===== src/rtl/writeback_stage_if.sv =====
// rtl/writeback_stage_if.sv - upstream result, memory response and register-file write bundle for writeback_stage
interface writeback_stage_if;
  logic        in_valid;
  logic        in_ready;
  logic        in_regWrite;
  logic [4:0]  in_rd;
  logic        in_isLoad;
  logic [2:0]  in_funct3;
  logic [1:0]  in_addr_lo;
  logic [31:0] in_result;
  logic        mem_rvalid;
  logic [31:0] mem_rdata;
  logic        regWrite;
  logic [4:0]  writereg;
  logic [31:0] writedata;
  logic        fwd_valid;
  logic [4:0]  fwd_rd;
  logic [31:0] fwd_data;
  logic        load_timeout;

  modport master (
    output in_valid, in_regWrite, in_rd, in_isLoad, in_funct3, in_addr_lo, in_result,
    output mem_rvalid, mem_rdata,
    input  in_ready, regWrite, writereg, writedata, fwd_valid, fwd_rd, fwd_data, load_timeout
  );

  modport slave (
    input  in_valid, in_regWrite, in_rd, in_isLoad, in_funct3, in_addr_lo, in_result,
    input  mem_rvalid, mem_rdata,
    output in_ready, regWrite, writereg, writedata, fwd_valid, fwd_rd, fwd_data, load_timeout
  );
endinterface


===== src/rtl/writeback_stage.sv =====
// rtl/writeback_stage.sv - register-file writeback with load extraction and load-wait timeout
// Optional macro WB_FORWARD_EN mirrors the write port onto the decode-stage bypass outputs.
module writeback_stage #(
  parameter int unsigned TIMEOUT_CYCLES = 255
) (
  input logic             clk,
  input logic             reset,
  writeback_stage_if.slave wb
);

  localparam int CW = $clog2(TIMEOUT_CYCLES + 1);
  localparam logic [CW-1:0] CNT_LAST = CW'(TIMEOUT_CYCLES - 1);

  typedef enum logic {IDLE, WAIT_LOAD} state_t;

  state_t        state_q, state_d;
  logic [CW-1:0] cnt_q, cnt_d;
  logic [4:0]    rd_q, rd_d;
  logic          we_q, we_d;
  logic [2:0]    f3_q, f3_d;
  logic [1:0]    alo_q, alo_d;
  logic          regwrite_q, regwrite_d;
  logic [4:0]    writereg_q, writereg_d;
  logic [31:0]   writedata_q, writedata_d;
  logic          timeout_q, timeout_d;

  logic [7:0]    ld_byte;
  logic [15:0]   ld_half;
  logic [31:0]   ld_data;
  logic          ld_ok;

  always_comb begin
    ld_byte = wb.mem_rdata[7:0];
    case (alo_q)
      2'd0: ld_byte = wb.mem_rdata[7:0];
      2'd1: ld_byte = wb.mem_rdata[15:8];
      2'd2: ld_byte = wb.mem_rdata[23:16];
      2'd3: ld_byte = wb.mem_rdata[31:24];
      default: ld_byte = wb.mem_rdata[7:0];
    endcase
    ld_half = alo_q[1] ? wb.mem_rdata[31:16] : wb.mem_rdata[15:0];
  end

  // Unsupported size codes still complete the handshake, just without a write.
  always_comb begin
    ld_data = 32'd0;
    ld_ok   = 1'b1;
    case (f3_q)
      3'b000: ld_data = {{24{ld_byte[7]}}, ld_byte};
      3'b100: ld_data = {24'd0, ld_byte};
      3'b001: ld_data = {{16{ld_half[15]}}, ld_half};
      3'b101: ld_data = {16'd0, ld_half};
      3'b010: ld_data = wb.mem_rdata;
      default: ld_ok = 1'b0;
    endcase
  end

  always_comb begin
    state_d     = state_q;
    cnt_d       = cnt_q;
    rd_d        = rd_q;
    we_d        = we_q;
    f3_d        = f3_q;
    alo_d       = alo_q;
    regwrite_d  = 1'b0;
    writereg_d  = writereg_q;
    writedata_d = writedata_q;
    timeout_d   = timeout_q;
    case (state_q)
      IDLE: begin
        if (wb.in_valid) begin
          if (wb.in_isLoad) begin
            rd_d    = wb.in_rd;
            we_d    = wb.in_regWrite;
            f3_d    = wb.in_funct3;
            alo_d   = wb.in_addr_lo;
            cnt_d   = '0;
            state_d = WAIT_LOAD;
          end else begin
            writereg_d  = wb.in_rd;
            writedata_d = wb.in_result;
            regwrite_d  = wb.in_regWrite && (wb.in_rd != 5'd0);
          end
        end
      end
      WAIT_LOAD: begin
        // Data arriving on the final wait cycle takes priority over the timeout.
        if (wb.mem_rvalid) begin
          writereg_d  = rd_q;
          writedata_d = ld_data;
          regwrite_d  = we_q && (rd_q != 5'd0) && ld_ok;
          state_d     = IDLE;
        end else if (cnt_q == CNT_LAST) begin
          timeout_d = 1'b1;
          state_d   = IDLE;
        end else begin
          cnt_d = cnt_q + CW'(1);
        end
      end
      default: state_d = IDLE;
    endcase
  end

  always_ff @(posedge clk or posedge reset) begin
    if (reset) begin
      state_q     <= IDLE;
      cnt_q       <= '0;
      rd_q        <= 5'd0;
      we_q        <= 1'b0;
      f3_q        <= 3'd0;
      alo_q       <= 2'd0;
      regwrite_q  <= 1'b0;
      writereg_q  <= 5'd0;
      writedata_q <= 32'd0;
      timeout_q   <= 1'b0;
    end else begin
      state_q     <= state_d;
      cnt_q       <= cnt_d;
      rd_q        <= rd_d;
      we_q        <= we_d;
      f3_q        <= f3_d;
      alo_q       <= alo_d;
      regwrite_q  <= regwrite_d;
      writereg_q  <= writereg_d;
      writedata_q <= writedata_d;
      timeout_q   <= timeout_d;
    end
  end

  assign wb.in_ready     = (state_q == IDLE);
  assign wb.regWrite     = regwrite_q;
  assign wb.writereg     = writereg_q;
  assign wb.writedata    = writedata_q;
  assign wb.load_timeout = timeout_q;

`ifdef WB_FORWARD_EN
  assign wb.fwd_valid = regwrite_q;
  assign wb.fwd_rd    = writereg_q;
  assign wb.fwd_data  = writedata_q;
`else
  assign wb.fwd_valid = 1'b0;
  assign wb.fwd_rd    = 5'd0;
  assign wb.fwd_data  = 32'd0;
`endif

endmodule


===== src/flat_wrapper.sv =====
// flat-port wrapper written by rule: the top's interface ports become plain ports
module writeback_stage_flat 
#(
  parameter int unsigned TIMEOUT_CYCLES = 255
)
  (clk, reset, wb_in_valid, wb_in_regWrite, wb_in_rd, wb_in_isLoad, wb_in_funct3, wb_in_addr_lo, wb_in_result, wb_mem_rvalid, wb_mem_rdata, wb_in_ready, wb_regWrite, wb_writereg, wb_writedata, wb_fwd_valid, wb_fwd_rd, wb_fwd_data, wb_load_timeout);
  writeback_stage_if wb_i ();
  input logic clk;
  input logic reset;
  input wire logic [$bits(wb_i.in_valid)-1:0] wb_in_valid;
  input wire logic [$bits(wb_i.in_regWrite)-1:0] wb_in_regWrite;
  input wire logic [$bits(wb_i.in_rd)-1:0] wb_in_rd;
  input wire logic [$bits(wb_i.in_isLoad)-1:0] wb_in_isLoad;
  input wire logic [$bits(wb_i.in_funct3)-1:0] wb_in_funct3;
  input wire logic [$bits(wb_i.in_addr_lo)-1:0] wb_in_addr_lo;
  input wire logic [$bits(wb_i.in_result)-1:0] wb_in_result;
  input wire logic [$bits(wb_i.mem_rvalid)-1:0] wb_mem_rvalid;
  input wire logic [$bits(wb_i.mem_rdata)-1:0] wb_mem_rdata;
  output wire logic [$bits(wb_i.in_ready)-1:0] wb_in_ready;
  output wire logic [$bits(wb_i.regWrite)-1:0] wb_regWrite;
  output wire logic [$bits(wb_i.writereg)-1:0] wb_writereg;
  output wire logic [$bits(wb_i.writedata)-1:0] wb_writedata;
  output wire logic [$bits(wb_i.fwd_valid)-1:0] wb_fwd_valid;
  output wire logic [$bits(wb_i.fwd_rd)-1:0] wb_fwd_rd;
  output wire logic [$bits(wb_i.fwd_data)-1:0] wb_fwd_data;
  output wire logic [$bits(wb_i.load_timeout)-1:0] wb_load_timeout;
  assign wb_i.in_valid = wb_in_valid;
  assign wb_i.in_regWrite = wb_in_regWrite;
  assign wb_i.in_rd = wb_in_rd;
  assign wb_i.in_isLoad = wb_in_isLoad;
  assign wb_i.in_funct3 = wb_in_funct3;
  assign wb_i.in_addr_lo = wb_in_addr_lo;
  assign wb_i.in_result = wb_in_result;
  assign wb_i.mem_rvalid = wb_mem_rvalid;
  assign wb_i.mem_rdata = wb_mem_rdata;
  assign wb_in_ready = wb_i.in_ready;
  assign wb_regWrite = wb_i.regWrite;
  assign wb_writereg = wb_i.writereg;
  assign wb_writedata = wb_i.writedata;
  assign wb_fwd_valid = wb_i.fwd_valid;
  assign wb_fwd_rd = wb_i.fwd_rd;
  assign wb_fwd_data = wb_i.fwd_data;
  assign wb_load_timeout = wb_i.load_timeout;
  writeback_stage #(.TIMEOUT_CYCLES(TIMEOUT_CYCLES)) u_core (.clk(clk), .reset(reset), .wb(wb_i));
endmodule

===== config.mk =====
export PLATFORM = sky130hd
export DESIGN_NAME = writeback_stage_flat
export DESIGN_NICKNAME = d
export VERILOG_FILES = /design/src/rtl/writeback_stage_if.sv /design/src/rtl/writeback_stage.sv /design/src/flat_wrapper.sv
export SDC_FILE = /design/constraint.sdc
export NUM_CORES = 1
export LEC_CHECK = 0
export ABC_AREA = 1
export CAP_MARGIN = 20
export CORE_MARGIN = 2
export CORE_UTILIZATION = 44
export DETAILED_ROUTE_END_ITERATION = 10
export GPL_TIMING_DRIVEN = 0
export PLACE_DENSITY = 0.81
export SLEW_MARGIN = 10
export SYNTH_ARGS = -nofsm -noshare
export SYNTH_HDL_FRONTEND = slang
export SYNTH_SLANG_ARGS = --single-unit

===== constraint.sdc =====
create_clock -name clk -period 2.3 [get_ports clk]
set_input_delay 0.46 -clock clk [delete_from_list [all_inputs] [get_ports clk]]
set_output_delay 0.46 -clock clk [all_outputs]
set_load 0.02 [all_outputs]

* Word level (Yosys, flattened, before mapping) *
Cells that the tools add are included.

cells by class
  add/sub/neg operators = 1
  multiply operators = 0
  divide/modulo/power cells = 0
  $lt $le $gt $ge = 0
  eq/ne operators = 14
  shifts and indexed selects = 0
  multiplexer cells = 26
  bitwise logic cells = 2
  reduce and logical (&&, ||, !) cells = 12

operators with widths
  cell                                                                   number
  32-bit case mux with 5 select lines                                    1
  32-bit two-way mux                                                     3
  32-bit case mux with 2 select lines                                    1
  8-bit two-way mux                                                      4
  8-bit case mux with 4 select lines                                     1
  16-bit two-way mux                                                     1
  8-bit case mux with 2 select lines                                     1
  5-bit two-way mux                                                      3
  2-bit != test, second input constant                                   6
  5-bit case mux with 2 select lines                                     1
  5-bit nonzero test                                                     2
  3-bit AND reduction                                                    3
  8-bit by 1-bit adder with 8-bit output, second input constant          1
  8-bit equality test, second input constant                             1
  1-bit two-way mux                                                      8
  3-bit equality test, second input constant                             2
  5-bit OR reduction                                                     1
  2-bit equality test, second input constant                             2
  1-bit case mux with 2 select lines                                     2
  4-bit AND reduction                                                    1
  3-bit by 1-bit equality test with 1-bit output, second input constant  1
  3-bit by 2-bit equality test with 1-bit output, second input constant  1
  1-bit logical AND                                                      3
  3-bit logical NOT                                                      1
  3 further kinds                                                        4

storage, ports and cells
  bits in registers = 59
  latch bits = 0
  RAM bits = 0
  memory bits (read-only) = 0
  bits of input ports = 80
  output and inout port bits = 78
  logic and storage cells = 65
  memories kept = 0

* Logic depth before layout (Yosys ltp) *
  word-level depth = 6
  gate-level depth with buffers = 11
  mapped depth without buffers = 10

* Least setup slack after synthesis *
OpenSTA, ideal clock, no wires.

  path type = reg-to-reg
  from = register u_core.cnt_q[0]
  to = register u_core.cnt_q[1]
  library setup time = 126 ps
  data arrival time = 1352 ps
  data required time = 2174 ps
  path slack = 822 ps
  cell stages (with the launch flop) = 11
  buffers on the path = 0
  clock period less this slack = 1478 ps
  cell sequence = dfrtp_1 inv_1 ha_1 nand2_1 nor2_1 nand2_1 nand2_1 a21oi_2 inv_2 nand2_1 o21ai_0

between the ends
  longest elaborated chain between the ends = 4
  elaborated cells on any way between the ends = 7
  those cells by class = 1 x add/sub; 2 x eq/ne; 3 x mux; 1 x reduce/logical

RTL lines
  what                                    RTL line                RTL
  start, declared                         writeback_stage.sv:17   logic [CW-1:0] cnt_q, cnt_d;
  start signal, assigned                  writeback_stage.sv:118  cnt_q <= cnt_d;
  8-bit by 1-bit adder with 8-bit output  writeback_stage.sv:97   cnt_d = cnt_q + CW'(1);
  8-bit two-way mux                       writeback_stage.sv:93   end else if (cnt_q == CNT_LAST) begin
  8-bit two-way mux                       writeback_stage.sv:88   if (wb.mem_rvalid) begin
  8-bit case mux with 2 select lines      writeback_stage.sv:69   case (state_q)

Several ways; a longest one is shown, not always the timed one. The select of a mux whose other input is x is not followed.
A chain may end at the register's enable or synchronous reset.

* Final worst setup path *
  from = register u_core.state_q
  to = output port wb_in_ready

between the ends
  longest elaborated chain between the ends = 1

RTL lines
  what                             RTL line                RTL
  start, declared                  writeback_stage.sv:16   state_t state_q, state_d;
  start signal, assigned           writeback_stage.sv:117  state_q <= state_d;
  1-bit inverter (no source line)  --
  end, declared                    flat_wrapper.sv:19      output wire logic [$bits(wb_i.in_ready)-1:0] wb_in_ready;

Every way passes these cells.

==> results.yml <==
die:
  dieArea_mm2: 0.009866
  die_x_um: 99.33
  ioPinCount: 158
  row_count: 34
  die_h_um: 99.33
  initial_core_util: 0.4563
  coreArea_mm2: 0.008763
detailed_routing:
  drt_iter0_markers: 190
  wl_per_cell_um: 13.77
  routed_wl_um: 11800
  vias: 4162
  viasPerCell: 4.856
  drc: 0
  dr.pass1.iters: 5
  ant_nets: 0
grt:
  antenna_found_initial: 0
  grt_max_degree: 40
  grt_overflow: 0
  grt_pass1_vias: 4105
  grt_pass1_wl_um: 19490
  track_usage: 0.2462
cells_and_area:
  drive_gt1_frac: 0.1429
  multiInputGateArea_mm2: 0.001993
  area.growth.synth_to_final_pct: 42.05
  final_nets: 826
  seq_area_mm2: 0.001476
  diodes: 0
  n_fill_cell: 768
  stdcell_area_mm2: 0.005680
timing:
  fin_worst_skew_ps: 12.38
  hold_viol: 0
  drv_slew: 0
  rsz0062_at_grt: "no"
  fmax_ghz: 0.4518
  worstMarginPinSlew_ps: 558.0
  relSlewSlack: 0.6280
  fin_crit_ps: 2214
  setup_viol_count_final: 0
  min_period_over_period: 0.9624
critical_path:
  path_buf_inv: 3
  rr_worst_depth: 10
  worstPathArrival_ps: 1750
  crit_path_start_kind: "flip-flop"
  crit_chain: "buf_4 > inv_4 > clkdlybuf4s50_1"
  crit_path_max_fanout: 19
  max_stage_delay_ps: 660
  cp-endpoint: "wb_in_ready"
  critPathRequiredTime_ps: 1840
  path_depth: 3
  worstSetupPathType: "flip-flop to output port"
  r2r_end: "u_core.cnt_q[1]"
  rr_startpoint: "u_core.cnt_q[0]"
  worstSetupStartpoint: "u_core.state_q"
  crit_family: "buffers and inverters"
  reg2reg_slack_ps: 560
  cpMaxStageDelayCell: "clkdlybuf4s50_1"
  cp-end-kind: "output port"
power_and_ir_drop:
  p_per_area_mw_per_mm2: 783.7
  ir_drop_uv: 462.6
  p_leak_nw: 2.776
  total_power_mw: 4.452
clocking:
  clk_pin_slew_ps: 80
  clk_latency_ps: 350
  ctsHoldBuffers: 0
  root_buffer: "clkbuf_8"
  cts_resized: 0
  cts_max_level: 3
  cts_tree: "built"
  cts.path.max_buffers: 2
  cts.sinks: 59
  cts_made_buffers: 9
  post_cts_buffers: 0
yosys:
  syn_avg_cell_area_um2: 6.930
  ys_types: 32
  synth_cells: 577
  synth_seq_area_share: 0.3692
  synthesis.area_mm2: 0.003999
  ys_ff_latch: 59
  yosys_warnings: 0
placement:
  portBuffers: 119
  place_congestion: 0.9004
  dpl_cell_area_mm2: 0.005484
  hpwl_um: 9303
run_status:
  status: "finished clean"
flow_run:
  cap_violations: 0
worst_hold_path:
  worstHoldPathType: "input pin to asynchronous set/reset pin"
[where the power goes]
part | total, mW | internal [mW] | switching [mW]
Sequential | 1.48 | 1.30 | 0.180
Combinational | 1.99 | 0.872 | 1.12
Clock | 0.977 | 0.505 | 0.471
[synth_stat cells (all sizes together)]
cell    number  share of area
a21oi       73           0.10
a31o         1         0.0022
a31oi        5         0.0078
buf         55           0.10
clkbuf       8          0.013
conb         1        0.00094
dfrtp       59           0.37
ha           2         0.0063
inv         56          0.053
mux2         3         0.0084
nand2      183           0.17
nand3       13          0.021
nand4        2         0.0047
nor2        73          0.075
nor3         3         0.0038
o211ai       1         0.0019
o21ai       27          0.034
o22ai        7          0.011
xnor2        2         0.0044
xor2         3         0.0066
[state kept, by name, indices dropped and copies added, names as in the netlist]
register,count
u_core.wb.writedata,32
u_core.cnt_q,8
u_core.rd_q,5
u_core.wb.writereg,5
u_core.f3_q,3
u_core.alo_q,2
u_core.state_q,1
u_core.wb.load_timeout,1
u_core.wb.regWrite,1
u_core.we_q,1
[through the flow]
stage	setup TNS, ps	setup slack, ps	cells	hold WS (ps)	utilization
final	0	86.40	857	446.6	0.6482
after global routing	0	41.67	857	488.5	0.6482
after CTS	0	84.54	857	465.0	0.6482
after detailed placement	0	52.80	842	470.9	0.6258
after global placement	-38420	-655.9	841	470.9	0.6235
after floorplan	0	383.7	614	471.6	-
[placed cells by master, fill, tap and decap left out, types with 3 or more instances in the layout]
master and n:
a21oi_1 60, clkbuf_1 5, o21ai_0 27, nor2_1 69, buf_2 9, conb_1 38, nand2_1 181, mux2_2 3
xor2_1 3, o22ai_1 7, buf_4 42, nor2_4 3, dfrtp_1 59, a31oi_1 5, nand3_1 11, clkbuf_8 11
clkdlybuf4s50_1 119, buf_6 4, nor3_1 3, inv_1 49, a21oi_2 13, inv_2 6
[final cells by class]
type                            instances  share of cell area
Buffer                                 62             0.07952
Clock buffer                            9             0.02181
Clock inverter                          7             0.01344
Inverter                               56             0.03744
Multi-Input combinational cell        436              0.3509
Sequential cell                        59              0.2599
Tap cell                              108             0.02379
Timing Repair Buffer                  120              0.2132
[how the worst min path moves through the flow]
stage               depth (start not counted)  slack [ps]                 endpoint                    from
floorplan                                   1         470          u_core.cnt_q[0]         u_core.cnt_q[0]
global placement                            1         470   u_core.wb.load_timeout  u_core.wb.load_timeout
detailed placement                          1         470   u_core.wb.load_timeout  u_core.wb.load_timeout
CTS                                         2         460  u_core.wb.writedata[14]                   reset
global route                                2         490  u_core.wb.writedata[14]                   reset
finish                                      2         450  u_core.wb.writedata[14]                   reset
[cell families after synthesis]
kind of cell / Yosys count / share of synthesized area
buffers and inverters: 119 / 0.1671
other: 1 / 0.0009378
AND/OR/NAND/NOR: 274 / 0.2769
XOR/XNOR: 5 / 0.01095
flip-flops: 59 / 0.3692
adder cells (fa/ha/maj): 2 / 0.006257
multiplexers: 3 / 0.008447
AO/OA/AOI/OAI: 114 / 0.1602
[per-layer routing]
layer  share of wire  global-route usage  vias to the layer above
met2            0.47              0.4075                      181
met5               0                   0                        -
met3           0.069             0.03865                       26
li1                -                   -                     2073
met1            0.43              0.3208                     1882
met4           0.029              0.1054                        0
(Power assumes the default switching activity.)
